<file path="src/rtl/uart_cmd_wrapper.sv">
// uart_cmd_wrapper
// Remote command link endpoint. Receives two-byte command frames over UART
// (high byte first) and presents them as a 16-bit command with a ready flag.
// Serialises a one-byte response back to the remote. RX and TX run fully
// independently (full duplex).
//
// Ports:
//   clk          system clock
//   rst_n        asynchronous active-low reset
//   RX           serial input from remote (asynchronous, idle high)
//   TX           serial output to remote (idle high)
//   cmd          assembled command {high_byte, low_byte}
//   cmd_rdy      full command valid
//   clr_cmd_rdy  consumer acknowledge, clears cmd_rdy
//   resp         response byte to send
//   trmt         one-cycle pulse, starts sending resp
//   tx_done      response fully sent (held until next accepted trmt)
//
// Parameter:
//   BAUD_DIV     clocks per bit, must be >= 8
module uart_cmd_wrapper #(
  parameter int unsigned BAUD_DIV = 5208
) (
  input  logic        clk,
  input  logic        rst_n,
  input  logic        RX,
  output logic        TX,
  output logic [15:0] cmd,
  output logic        cmd_rdy,
  input  logic        clr_cmd_rdy,
  input  logic [7:0]  resp,
  input  logic        trmt,
  output logic        tx_done
);

  localparam int unsigned CW = $clog2(BAUD_DIV + 1);
  localparam logic [CW-1:0] CNT_HALF = CW'(BAUD_DIV / 2);
  localparam logic [CW-1:0] CNT_FULL = CW'(BAUD_DIV);
  localparam logic [CW-1:0] CNT_FULL_M1 = CW'(BAUD_DIV - 1);
  localparam logic [CW-1:0] CNT_ONE = CW'(1);
  localparam logic [CW-1:0] CNT_ZERO = CW'(0);

  typedef enum logic [0:0] {RX_IDLE = 1'b0, RX_RECV = 1'b1} rx_state_t;
  typedef enum logic [0:0] {TX_IDLE = 1'b0, TX_SEND = 1'b1} tx_state_t;
  typedef enum logic [0:0] {ASM_HIGH = 1'b0, ASM_LOW = 1'b1} asm_state_t;

  // RX synchronizer plus one delay stage for falling-edge detection
  logic rx_meta_q, rx_sync_q, rx_prev_q;

  rx_state_t     rx_state_q, rx_state_d;
  logic [CW-1:0] rx_cnt_q, rx_cnt_d;
  logic [3:0]    rx_bit_q, rx_bit_d;
  logic [7:0]    rx_shift_q, rx_shift_d;
  logic          rx_start_s, rx_byte_rdy_s, rx_frame_err_s;

  asm_state_t    asm_q, asm_d;
  logic [7:0]    high_q, high_d;
  logic [15:0]   cmd_q, cmd_d;
  logic          cmd_rdy_q, cmd_rdy_d;

  tx_state_t     tx_state_q, tx_state_d;
  logic [CW-1:0] tx_cnt_q, tx_cnt_d;
  logic [3:0]    tx_bit_q, tx_bit_d;
  logic [8:0]    tx_shift_q, tx_shift_d;
  logic          tx_q, tx_d;
  logic          tx_done_q, tx_done_d;

  assign rx_start_s = (rx_state_q == RX_IDLE) && rx_prev_q && !rx_sync_q;

  // Two-flop synchronizer for the asynchronous RX line, preset to idle-high
  always_ff @(posedge clk or negedge rst_n) begin
    if (!rst_n) begin
      rx_meta_q <= 1'b1;
      rx_sync_q <= 1'b1;
      rx_prev_q <= 1'b1;
    end else begin
      rx_meta_q <= RX;
      rx_sync_q <= rx_meta_q;
      rx_prev_q <= rx_sync_q;
    end
  end

  // Receiver next state: half-bit delay to the start-bit centre, then one
  // full bit period per sample; sample index 0 = start, 1..8 = data, 9 = stop
  always_comb begin
    rx_state_d     = rx_state_q;
    rx_cnt_d       = rx_cnt_q;
    rx_bit_d       = rx_bit_q;
    rx_shift_d     = rx_shift_q;
    rx_byte_rdy_s  = 1'b0;
    rx_frame_err_s = 1'b0;
    case (rx_state_q)
      RX_IDLE: begin
        if (rx_start_s) begin
          rx_state_d = RX_RECV;
          rx_cnt_d   = CNT_HALF;
          rx_bit_d   = 4'd0;
        end else begin
          rx_state_d = RX_IDLE;
        end
      end
      RX_RECV: begin
        if (rx_cnt_q == CNT_ONE) begin
          rx_cnt_d = CNT_FULL;
          if (rx_bit_q == 4'd0) begin
            // Start sample still high: line glitch, abandon the frame
            if (rx_sync_q) begin
              rx_state_d = RX_IDLE;
            end else begin
              rx_bit_d = 4'd1;
            end
          end else if (rx_bit_q == 4'd9) begin
            rx_state_d = RX_IDLE;
            if (rx_sync_q) begin
              rx_byte_rdy_s = 1'b1;
            end else begin
              rx_frame_err_s = 1'b1;
            end
          end else begin
            // LSB arrives first, so shift in from the top
            rx_shift_d = {rx_sync_q, rx_shift_q[7:1]};
            rx_bit_d   = rx_bit_q + 4'd1;
          end
        end else begin
          rx_cnt_d = rx_cnt_q - CNT_ONE;
        end
      end
      default: begin
        rx_state_d = RX_IDLE;
      end
    endcase
  end

  // Two-byte assembly; cmd only changes when a complete frame arrives, so the
  // high byte waits in its own register
  always_comb begin
    asm_d  = asm_q;
    high_d = high_q;
    cmd_d  = cmd_q;
    if (clr_cmd_rdy || (rx_start_s && (asm_q == ASM_HIGH))) begin
      cmd_rdy_d = 1'b0;
    end else begin
      cmd_rdy_d = cmd_rdy_q;
    end
    if (rx_frame_err_s) begin
      // A bad stop bit drops any half-assembled command
      asm_d = ASM_HIGH;
    end else if (rx_byte_rdy_s) begin
      case (asm_q)
        ASM_HIGH: begin
          high_d = rx_shift_q;
          asm_d  = ASM_LOW;
        end
        ASM_LOW: begin
          cmd_d     = {high_q, rx_shift_q};
          cmd_rdy_d = 1'b1;   // set wins over a simultaneous clear
          asm_d     = ASM_HIGH;
        end
        default: begin
          asm_d = ASM_HIGH;
        end
      endcase
    end else begin
      asm_d = asm_q;
    end
  end

  // Transmitter next state: start bit is driven on the accept edge, every bit
  // is held BAUD_DIV clocks, done asserts after the stop bit period
  always_comb begin
    tx_state_d = tx_state_q;
    tx_cnt_d   = tx_cnt_q;
    tx_bit_d   = tx_bit_q;
    tx_shift_d = tx_shift_q;
    tx_d       = tx_q;
    tx_done_d  = tx_done_q;
    case (tx_state_q)
      TX_IDLE: begin
        if (trmt) begin
          tx_shift_d = {1'b1, resp};
          tx_d       = 1'b0;
          tx_done_d  = 1'b0;
          tx_cnt_d   = CNT_FULL_M1;
          tx_bit_d   = 4'd0;
          tx_state_d = TX_SEND;
        end else begin
          tx_d = 1'b1;
        end
      end
      TX_SEND: begin
        if (tx_cnt_q == CNT_ZERO) begin
          if (tx_bit_q == 4'd9) begin
            tx_d       = 1'b1;
            tx_done_d  = 1'b1;
            tx_state_d = TX_IDLE;
          end else begin
            tx_d       = tx_shift_q[0];
            tx_shift_d = {1'b1, tx_shift_q[8:1]};
            tx_bit_d   = tx_bit_q + 4'd1;
            tx_cnt_d   = CNT_FULL_M1;
          end
        end else begin
          tx_cnt_d = tx_cnt_q - CNT_ONE;
        end
      end
      default: begin
        tx_state_d = TX_IDLE;
        tx_d       = 1'b1;
      end
    endcase
  end

  // State registers for receiver, assembly and transmitter
  always_ff @(posedge clk or negedge rst_n) begin
    if (!rst_n) begin
      rx_state_q <= RX_IDLE;
      rx_cnt_q   <= CNT_ZERO;
      rx_bit_q   <= 4'd0;
      rx_shift_q <= 8'h00;
      asm_q      <= ASM_HIGH;
      high_q     <= 8'h00;
      cmd_q      <= 16'h0000;
      cmd_rdy_q  <= 1'b0;
      tx_state_q <= TX_IDLE;
      tx_cnt_q   <= CNT_ZERO;
      tx_bit_q   <= 4'd0;
      tx_shift_q <= 9'h1FF;
      tx_q       <= 1'b1;
      tx_done_q  <= 1'b0;
    end else begin
      rx_state_q <= rx_state_d;
      rx_cnt_q   <= rx_cnt_d;
      rx_bit_q   <= rx_bit_d;
      rx_shift_q <= rx_shift_d;
      asm_q      <= asm_d;
      high_q     <= high_d;
      cmd_q      <= cmd_d;
      cmd_rdy_q  <= cmd_rdy_d;
      tx_state_q <= tx_state_d;
      tx_cnt_q   <= tx_cnt_d;
      tx_bit_q   <= tx_bit_d;
      tx_shift_q <= tx_shift_d;
      tx_q       <= tx_d;
      tx_done_q  <= tx_done_d;
    end
  end

  assign TX      = tx_q;
  assign cmd     = cmd_q;
  assign cmd_rdy = cmd_rdy_q;
  assign tx_done = tx_done_q;

endmodule

</file>
<file path="config.mk">
export PLATFORM = sky130hd
export DESIGN_NAME = uart_cmd_wrapper
export DESIGN_NICKNAME = d
export VERILOG_FILES = /design/src/rtl/uart_cmd_wrapper.sv
export SDC_FILE = /design/constraint.sdc
export NUM_CORES = 1
export LEC_CHECK = 0
export CAP_MARGIN = 30
export CORE_MARGIN = 1.5
export CORE_UTILIZATION = 55
export DETAILED_ROUTE_END_ITERATION = 10
export HOLD_SLACK_MARGIN = 0.12
export PLACE_DENSITY = 0.74
export SLEW_MARGIN = 20
export SYNTH_ARGS = -nofsm -noshare
export SYNTH_HDL_FRONTEND = slang
export SYNTH_SLANG_ARGS = --single-unit
</file>
<file path="constraint.sdc">
create_clock -name clk -period 4.46 [get_ports clk]
set_input_delay 1.115 -clock clk [delete_from_list [all_inputs] [get_ports clk]]
set_output_delay 1.115 -clock clk [all_outputs]
set_load 0.02 [all_outputs]
</file>
==> metrics.md <==
| Metric | Value |
|---|---|
| Status | completed |
| CP Cell Sequence | clkdlybuf4s50_1 |
| CP Data Required Time | 3.35 ns |
| PostCTS Resize Cnt | 0 |
| DIE WIDTH | roughly 88 um |
| H-Tree Depth | 3 |
| Gpl congestion | 0.853 |
| Delay-heaviest family, CP | buffers and inverters |
| Hold Path Depth | 0 |
| Max Root-Sink Buffers | 2 |
| Initial antenna violation count | 0 |
| Post-synth EDFFs | 0 |
| CTS Buf Count | 9 |
| Max stage delay cell, worst path | clkdlybuf4s50_1 |
| Routed wire length per instance | around 15 um |
| Iteration-0 DRC Markers | between 100 and 150 |
| Max-cap violation count | 0 |
| Total grt overflow | 0 |
| Final Cycle Share | 0.586 |
| Register-to-register setup slack | 1.88 ns |
| Critical path's largest stage delay | 0.60 ns |
| Routed WL | 7220 um |
| Switching Fraction | 0.329 |
| Mapped Cells | 342 |
| Worst VDD drop | 0.288 mV |
| Tot GR Track Use | 0.208 |
| Pin count of the biggest net entering global routing | 50 |
| Routed Antenna Nets | 0 |
| Detail Placement HPWL | 4950 um |
| Starting Density | 0.578 |
| Crit path arrival time | roughly 1.5 ns |
| Layout cells sized above 1 | 0.249 |
| Final Hold Viols | 0 |
| Reg power frac | 0.522 |
| Worst setup EP type | output port |
| CP Class | register to output port |
| Antenna cells | 0 |
| Vias per cell | 5.83 |
| Int Pwr | 1360 uW |
| Vias in the first global route | 2713 |
| RSZ-0062 raised after global routing | no |
| Hold_buf cts | 0 |
| Max Slew Vio Count | 0 |
| Setup violations, final | 0 |
| Synth warn | 0 |
| Setup repair bufs after CTS | 0 |
| FFs w/ async S/R, synth | 1.00 |
| # rows | 30 |
| First-pass GRT wire length | 12500 um |
| Comb pwr share | 0.216 |
| PD cells | 445 nW/um2 |
| Skew final | 0.00993 ns |
| Die footprint | 7740 um2 |
| CTS root buf | clkbuf_8 |
| Max_slew headroom | 0.491 |
| Vias | between 2000 and 3000 |
| Critical path depth | 1 |
| Clock Latency Late Sink | 0.36 ns |
| Hold Slack | 0.360 ns |
| Syn_nets | approximately 360 |
| Leak Pwr | 0.00202 uW |
| Distinct cells, synth | 58 |
| Syn avg cell area | 11.6 um2 |
| IO Port Bufs | 31 |
| Sequential-to-total area share from yosys stat | 0.527 |
| Area Overhead vs Synth | 15.0% |
| Residual DRC count | 0 |
| TritonRoute pass-1 iters | 4 |
| Period minus WS final | 2.61 ns |
| Boundary Pins | 32 |
| CORE AREA | 6870 um2 |
| Synth Register Bits | between 80 and 90 |
| Post-synth top area cell | dfrtp_1 |
| Worst-path fanout max | 2 |
| Top cells by area, synth | dfrtp_1 45%, mux2_2 13%, dfstp_2 7.9% |
| Clock power share | 0.262 |
| Max Fclk | 383 MHz |
| Fin nets | 395 |
| Fill cells | 525 |
| Min-Delay Path Class | register to register |
| Reg2reg path depth | 6 |
| Clock sink count | 83 |
| Share of the synthesized area in the top cell type | 0.447 |
| Slew @ Worst Pin | between 0.7 and 0.8 ns |
| Reg clk slew, reported paths | 0.08 ns |
| Synthesized area | 3970 um2 |
| Critical path buffers and inverters | 1 |
| Die Y | 88.0 um |
| CP startpoint kind | register |
| Setup TNS | 0 ns |
| Post-synth top flop | dfrtp_1 |
| Net Switching | between 600 and 700 uW |
| CTS tree | built |
| Final Core Density | 0.665 |
| Final worst setup slack | 1.85 ns |
| Post-Place Setup Slack | 1.75 ns |
## power groups by stage
stage / Sequential, uW / Combinational [uW] / Clock [uW]
detailed placement: 1070 / 439 / 0
global route: 1090 / 507 / 576
global placement: 1060 / 420 / 0
floorplan: 1020 / 358 / 0
finish: 1060 / 440 / 532
CTS: 1060 / 442 / 547
## state kept, by name, summed over array words and instances, names as in the netlist
register    cells
cmd            16
rx_cnt_q       13
tx_cnt_q       13
high_q          8
rx_shift_q      8
tx_shift_q      8
rx_bit_q        4
tx_bit_q        4
TX              1
asm_q           1
cmd_rdy         1
rx_meta_q       1
rx_prev_q       1
rx_state_q      1
rx_sync_q       1
tx_done         1
tx_state_q      1
## logic make-up (layout without fill, tap and decap cells)
group | Yosys count | in the layout | share of synthesized area
adders and majority gates | 9 | 9 | 0.0284
xor gates and xnor gates | 2 | 2 | 0.00441
AOI/OAI and AO/OA | 75 | 75 | 0.131
and+or+nand+nor | 101 | 101 | 0.149
muxes | 48 | 48 | 0.135
DFF | 83 | 83 | 0.527
buffers and inverters | 24 | 60 | 0.0252
## cell type report
type,instances,area (um2),area share
Multi-Input combinational cell,235,1780,0.390
Tap cell,96,120,0.0263
Inverter,12,45.0,0.00987
Clock inverter,6,66.3,0.0145
Sequential cell,83,2090,0.458
Clock buffer,10,128,0.0280
Timing Repair Buffer,32,335,0.0734
## Yosys cell counts, drive strengths merged, types with 3 or more instances
cell,number
a21o,5
a21oi,9
a31oi,10
buf,4
clkbuf,8
dfrtp,71
dfstp,12
ha,9
inv,12
mux2,46
nand2,24
nand2b,5
nand3,8
nand4,6
nor2,14
nor3,10
nor3b,3
nor4,7
nor4b,3
o21ai,17
o22ai,3
o311ai,3
o31ai,11
or2,5
or3,3
or4,3
## per-stage QoR
stage | cell area (um2) | power, uW | instances
finish | 4570 | 2030 | 474
global route | 4570 | 2170 | 474
CTS | 4570 | 2050 | 474
detailed placement | 4370 | 1510 | 458
global placement | 4340 | 1480 | 457
floorplan | 3970 | 1380 | 342
## worst paths after layout
path,startpoint,endpoint
max,TX,TX
min,rx_meta_q,rx_sync_q
max reg2reg,tx_cnt_q[0],tx_shift_q[6]
min reg2reg,rx_meta_q,rx_sync_q
max in group asynchronous,rst_n,tx_shift_q[7]
min in group asynchronous,rst_n,rx_cnt_q[2]
## per-layer routing
layer	track usage	vias up	routed length, um
met2	0.322	49	3400
met1	0.277	1368	3480
met5	0	-	0
met3	0.0452	10	234
met4	0.107	0	107
li1	-	1338	-
## placed cells by master (no fill, tap or decap), types with 3 or more instances in the layout
master,synthesis,final
nor3b_1,3,3
dfstp_2,12,12
o31ai_1,10,10
o22ai_1,3,3
o21ai_0,17,17
nor4b_1,3,3
nor3_1,9,9
ha_1,9,9
a21oi_1,9,9
dfrtp_1,71,71
nand3_1,7,7
nand2b_1,5,5
nor2_1,13,13
mux2_2,46,46
or2_2,5,5
or3_1,3,3
inv_1,12,12
nand4_1,5,5
clkbuf_8,0,9
nor4_1,6,6
a31oi_1,10,10
clkdlybuf4s50_1,0,30
nand2_1,24,24
a21o_1,3,3
clkinvlp_4,0,3
o311ai_0,3,3
Power figures use the tool's default switching activity.
